`config.mk`:
```
export PLATFORM = sky130hd
export DESIGN_NAME = adc_decimator
export DESIGN_NICKNAME = d
export VERILOG_FILES = /design/src/rtl/adc_decimator.sv
export SDC_FILE = /design/constraint.sdc
export NUM_CORES = 1
export LEC_CHECK = 0
export ABC_CLOCK_PERIOD_IN_PS = 2400
export BUFFER_PORTS_ARGS = -buffer_cell sky130_fd_sc_hd__buf_2
export CELL_PAD_IN_SITES_DETAIL_PLACEMENT = 1
export CELL_PAD_IN_SITES_GLOBAL_PLACEMENT = 1
export CORE_ASPECT_RATIO = 0.75
export CORE_UTILIZATION = 41
export DETAILED_ROUTE_END_ITERATION = 6
export PLACE_DENSITY = 0.77
export SYNTH_ARGS = -nofsm -noshare
export SYNTH_HDL_FRONTEND = slang
export SYNTH_SLANG_ARGS = --single-unit
export TNS_END_PERCENT = 20
```
`constraint.sdc`:
```
create_clock -name clk_in -period 2.4 [get_ports clk_in]
set_input_delay 0.48 -clock clk_in [delete_from_list [all_inputs] [get_ports clk_in]]
set_output_delay 0.48 -clock clk_in [all_outputs]
set_load 0.1 [all_outputs]
```
`src/rtl/adc_decimator.sv`:
```
// adc_decimator
//   Removes the mid-scale offset from offset-binary ADC samples and boxcar-
//   averages blocks of DECIM samples into one signed 16-bit output sample.
//   The output feeds the LMS stage directly.
//
// Ports:
//   clk_in     system clock
//   rst_in     synchronous active-high reset
//   valid_in   adc_in carries a new sample this cycle
//   adc_in     offset-binary ADC sample, IN_W bits
//   sync_in    one-cycle pulse restarting block alignment
//   ready_out  one-cycle strobe, x_out is new
//   x_out      signed decimated sample, held between strobes
//   phase_out  samples accumulated in the current block (0..DECIM-1)
module adc_decimator #(
  parameter int IN_W  = 12,
  parameter int DECIM = 16,
  parameter int OUT_W = 16
) (
  input  logic             clk_in,
  input  logic             rst_in,
  input  logic             valid_in,
  input  logic [IN_W-1:0]  adc_in,
  input  logic             sync_in,
  output logic             ready_out,
  output logic [OUT_W-1:0] x_out,
  output logic [7:0]       phase_out
);

  localparam int L     = $clog2(DECIM);
  localparam int ACC_W = IN_W + L;
  localparam logic [IN_W:0] MID = (IN_W+1)'(1) << (IN_W-1);

  logic signed [IN_W:0]      s;
  logic signed [ACC_W-1:0]   s_ext;
  logic signed [ACC_W-1:0]   acc;
  logic signed [ACC_W-1:0]   sum;
  logic signed [OUT_W-1:0]   scaled;
  logic        [L-1:0]       cnt;
  logic                      last;

  // Unsigned subtract wraps modulo 2^(IN_W+1); reading it back as signed
  // gives the offset-removed sample directly.
  assign s     = $signed({1'b0, adc_in} - MID);
  assign s_ext = s;                      // sign-extends to accumulator width
  assign sum   = acc + s_ext;
  assign last  = (cnt == L'(DECIM-1));

  // Bring the block sum to the output width. A right shift keeps the top
  // bits (floor division); a left shift pads with zeros.
  generate
    if (ACC_W > OUT_W) begin : g_shr
      assign scaled = OUT_W'(sum >>> (ACC_W-OUT_W));
    end else if (ACC_W < OUT_W) begin : g_shl
      assign scaled = {sum, {(OUT_W-ACC_W){1'b0}}};
    end else begin : g_pass
      assign scaled = sum;
    end
  endgenerate

  always_ff @(posedge clk_in) begin
    if (rst_in) begin
      acc       <= '0;
      cnt       <= '0;
      x_out     <= '0;
      ready_out <= 1'b0;
    end else begin
      ready_out <= 1'b0;
      if (sync_in && valid_in) begin
        // Sync wins even over a block-completing sample: no strobe.
        acc <= s_ext;
        cnt <= L'(1);
      end else if (sync_in) begin
        acc <= '0;
        cnt <= '0;
      end else if (valid_in && last) begin
        x_out     <= scaled;
        ready_out <= 1'b1;
        acc       <= '0;
        cnt       <= '0;
      end else if (valid_in) begin
        acc <= sum;
        cnt <= cnt + L'(1);
      end
    end
  end

  assign phase_out = 8'(cnt);

endmodule

```
=== Yosys cells after proc, flatten, opt, wreduce, memory -nomap -nowiden ===
Index checks and enable logic that the tools add are counted.

* Add/subtract/negate cells: 3
* Equal/unequal tests: 1
* Multiplexer cells: 9
* Bitwise logic cells: 2
* Reductions and logical operators: 6

{| class="wikitable"
|+ Operators by type and width
! operator !! count
|-
| 16-bit 2-to-1 mux || 4
|-
| 16-bit by 13-bit adder with 16-bit output || 1
|-
| 12-bit by 12-bit subtractor with 13-bit output (second input constant) || 1
|-
| 1-bit 2-to-1 mux || 5
|-
| 4-bit by 1-bit adder with 4-bit output (second input constant) || 1
|-
| 4-bit equality test (second input constant) || 1
|-
| 4-bit nonzero test || 1
|-
| 4-bit OR reduction || 1
|-
| 3-bit AND reduction || 1
|-
| 3-bit OR reduction || 1
|-
| 1-bit logical AND || 2
|-
| 1-bit NOT || 2
|}

* Register bits: 37
* Input port bits: 16
* Output and inout port bits: 25
* Logic and storage cells: 26

=== Depth between registers and ports, before layout ===
* Depth in word-level cells: 6
* Gate-level depth with buffers: 9
* Depth with buffers taken out: 8

=== Worst setup path after synthesis ===
Ideal clock, no wire load.

* Path kind: reg2reg
* Start: register cnt[0]
* End: register acc[1]
* Setup time: 128 ps
* Data arrival time: 2342 ps
* Required time: 2272 ps
* Slack: -69 ps
* Cell stages (with the launch flop): 9
* Path buffers: 1
* Clock period less this slack: 2469 ps
* Cell sequence: dfxtp_1 -> ha_1 -> nand4_1 -> and2_1 -> clkbuf_1 -> a22oi_1 -> nor2_1 -> a31oi_1 -> nor2_1

* Longest elaborated chain between the ends: 5
* Elaborated cells between the ends (all ways): 6
* Those cells by class: eq/ne: 1; mux: 3; reduce/logical: 2

{| class="wikitable"
|+ RTL lines
! what !! line !! text
|-
| start, declared || 39 || <nowiki>logic [L-1:0] cnt;</nowiki>
|-
| start signal, assigned || 83 || <nowiki>cnt <= cnt + L'(1);</nowiki>
|-
| 4-bit equality test (*) || 47 || <nowiki>assign last = (cnt == L'(DECIM-1));</nowiki>
|-
| 1-bit logical AND (*) || 76 || <nowiki>end else if (valid_in && last) begin</nowiki>
|-
| 16-bit 2-to-1 mux || 76 ||
|-
| 16-bit 2-to-1 mux || 73 || <nowiki>end else if (sync_in) begin</nowiki>
|-
| 16-bit 2-to-1 mux || 69 || <nowiki>if (sync_in && valid_in) begin</nowiki>
|-
| end signal, assigned || 71 || <nowiki>acc <= s_ext;</nowiki>
|-
| end signal, assigned || 82 || <nowiki>acc <= sum;</nowiki>
|-
| end, declared || 36 || <nowiki>logic signed [ACC_W-1:0] acc;</nowiki>
|}

Every way passes the cells marked *; elsewhere a longest branch is shown, timed or not.
A chain may end at the register's enable or synchronous reset.

=== Worst setup path in the final report ===
* Start: register acc[0]
* End: register acc[8]

* Longest elaborated chain between the ends: 5

{| class="wikitable"
|+ RTL lines
! what !! line !! text
|-
| 16-bit by 13-bit adder with 16-bit output || 46 || <nowiki>assign sum = acc + s_ext;</nowiki>
|-
| 16-bit 2-to-1 mux || 81 || <nowiki>end else if (valid_in) begin</nowiki>
|-
| 16-bit 2-to-1 mux || 76 ||
|-
| 16-bit 2-to-1 mux || 73 ||
|-
| 16-bit 2-to-1 mux || 69 ||
|}

No other way between the ends. The select of a mux whose other input is x is not followed.

==> impl_metrics.env <==
export IMPL_mappedNetlistArea_um2=2445
export IMPL_power_density_nw_per_um2=569.5
export IMPL_die_x_um=91.17
export IMPL_first_iter_violations=120
export IMPL_slew_violations=0
export IMPL_crit_arrival_ns=2.35
export IMPL_cap_viol_max_count=0
export IMPL_hpwlAfterDp_mm=5.416
export IMPL_met3_usage_pct=3.947
export IMPL_postCtsHoldBufs=0
export IMPL_grt_max_degree=44
export IMPL_place_ws_ns=-0.08363
export IMPL_die_y_um=68.88
export IMPL_ir_drop_mv=0.2163
export IMPL_rows=23
export IMPL_synth_edff_count=0
export IMPL_synthCells=308
export IMPL_ys_types=59
export IMPL_use_met1_pct=33.22
export IMPL_max_freq_mhz=455.1
export IMPL_grt_overflow_total=0
export IMPL_cts_root_buf="clkbuf_8"
export IMPL_ys_async_sr_fraction_pct=0
export IMPL_pin_count=41
export IMPL_avgViaCountPerCell=5.696
export IMPL_fin_crit_sh_pct=91.56
export IMPL_antenna_found_initial=0
export IMPL_wl_mm=7.272
export IMPL_diodes=0
export IMPL_finalWorstSetupSlack_ns=0.2027
export IMPL_cts_resized=0
export IMPL_track_usage_pct=24.21
export IMPL_port_buffer_count=36
export IMPL_htreeDepth=2
export IMPL_cp_num_buf_inv=0
export IMPL_syn_to_final_growth_pct=16.12
export IMPL_yosysSeqAreaShare_pct=30.30
export IMPL_cp_max_fo=3
export IMPL_setup_viol=0
export IMPL_whs_ns=0.4597
export IMPL_drive_gt1_share_pct=21.78
export IMPL_drc=0
export IMPL_finalHoldViolations=0
export IMPL_yosys_area_top_type="dfxtp_1"
export IMPL_grt_pass1_wl_mm=11.57
export IMPL_slowest_delay_ns=0.42
export IMPL_postCtsSetupBuffers=0
export IMPL_first_global_vias=2268
export IMPL_outcome="finished, final reports clean"
export IMPL_cp_slowest_cell="fa_1"
export IMPL_cts_buffers=5
export IMPL_fin_nets=382
export IMPL_hold_class="flip-flop to flip-flop"
export IMPL_tritoncts="built"
export IMPL_die_area_um2=6279
export IMPL_wl_per_cell_um=17.15
export IMPL_core_area_um2=5554
export IMPL_cp_required_ns=2.55
export IMPL_rsz0062_at_grt="false"
export IMPL_critical_path_class="flip-flop to flip-flop"
export IMPL_synth_most_common_cell="nand2_1"
export IMPL_end_kind="flip-flop"
export IMPL_firstDrtPassIters=4
export IMPL_min_period_ns=2.197
export IMPL_ant_nets=0
export IMPL_fin_skew_ns=0.005766
export IMPL_cts_buffer_depth=2
export IMPL_p_leak_nw=1.231
export IMPL_synth_top_cell_area_share_pct=30.30
export IMPL_met2_usage_pct=39.96
export IMPL_vias=2415
export IMPL_synthTopCellsByArea="dfxtp_1 (30%), ha_1 (8.2%), nand2_1 (7.4%)"
export IMPL_yosys_warnings=0
export IMPL_cp_cell_sequence="ha_1 -> fa_1 -> a21oi_1 -> o211ai_1 -> nand2_1 -> xnor2_1 -> a222oi_1 -> nor3_1"
export IMPL_critPathTopFamily="compound AO/OA/AOI/OAI gates"
export IMPL_grt_busiest_layer="met2"
export IMPL_gp_congestion=0.8387
export IMPL_setup_worst_path_start_class="flip-flop"
export IMPL_ys_ff_latch=37
export IMPL_synth_common_cells="nand2_1 (48), dfxtp_1 (37), a21oi_1 (28)"
export IMPL_cts_sinks=37
export IMPL_ys_flop_type="dfxtp_1"
export IMPL_tightest_slew_ns=0.8295
export IMPL_syn_avg_cell_area_um2=7.938
export IMPL_clk_latency_ns=0.29
export IMPL_clkSlewWorstSetupHoldPaths_ns=0.08
export IMPL_initial_core_util_pct=44.02
export IMPL_max_slew_margin_pct=44.70
-- worst min-delay path, stage by stage, from the launching register on --
cell     delay (ns)
dfxtp_1        0.31
nand2_1        0.05
a21oi_1        0.05
-- placed cells by master, fill, tap and decap left out, types with 8 or more instances in the layout --
cell type	count
buf_4	16
nand3_1	13
a21oi_1	28
nor3_1	11
nor2_1	25
buf_2	36
inv_1	8
nand2_1	48
ha_1	16
dfxtp_1	35
xnor2_1	9
-- registers in the layout (all words and copies together), names as in the netlist --
name       flops
acc           16
x_out         16
cnt            4
ready_out      1
-- logic make-up after synthesis --
logic type	count (synthesis)	share of synthesized area (%)
AND/OR/NAND/NOR	124	24.57
AO/OA/AOI/OAI	83	24.21
flip-flops	37	30.30
buffers and inverters	29	5.476
adder cells (fa/ha/maj)	17	9.007
XOR/XNOR	13	4.657
multiplexers	4	1.638
other	1	0.1534
-- through the flow --
| step | setup TNS (ns) | util, % | power, W | std cells | area (um^2) |
|---|---|---|---|---|---|
| 2_1_floorplan | 0 | - | 0.001037 | 311 | 2459 |
| 3_3_place_gp | -0.0009339 | 49.49 | 0.001138 | 417 | 2749 |
| 3_5_place_dp | -0.1503 | 49.49 | 0.001155 | 417 | 2749 |
| 4_1_cts | 0 | 51.12 | 0.001628 | 424 | 2839 |
| 5_1_grt | 0 | 51.12 | 0.001700 | 424 | 2839 |
| 6_report | 0 | 51.12 | 0.001617 | 424 | 2839 |
-- report_power, final --
group	switching, W	internal, W	leakage (nW)
logic	0.000304	0.000182	0.885
registers	0.0000198	0.000641	0.303
clock network	0.000243	0.000227	0.0433
total	0.000566	0.00105	1.23
-- area by class of cell --
cell class | instances | area (um^2)
clock inverters | 1 | 7.507
multi-input cells | 245 | 1582
fillers | 737 | 2715
repair buffers | 52 | 300.3
flip-flops and latches | 37 | 743.2
well taps | 75 | 93.84
inverters | 8 | 30.03
clock buffers | 6 | 82.58
-- per-layer routing --
layer	vias up	wire length (um)
met5	-	0
met4	0	81
met3	10	264
met2	58	3192
met1	1167	3734
li1	1180	-
-- worst paths after layout --
kind,startpoint,to,slack (ns),depth (start not counted)
worst max-delay path,acc[0],acc[8],0.20,8
worst min-delay path,x_out[1],x_out[1],0.46,2
worst max register to register,acc[0],acc[8],0.20,8
worst min register to register,x_out[1],x_out[1],0.46,2
(Power assumes the default switching activity.)
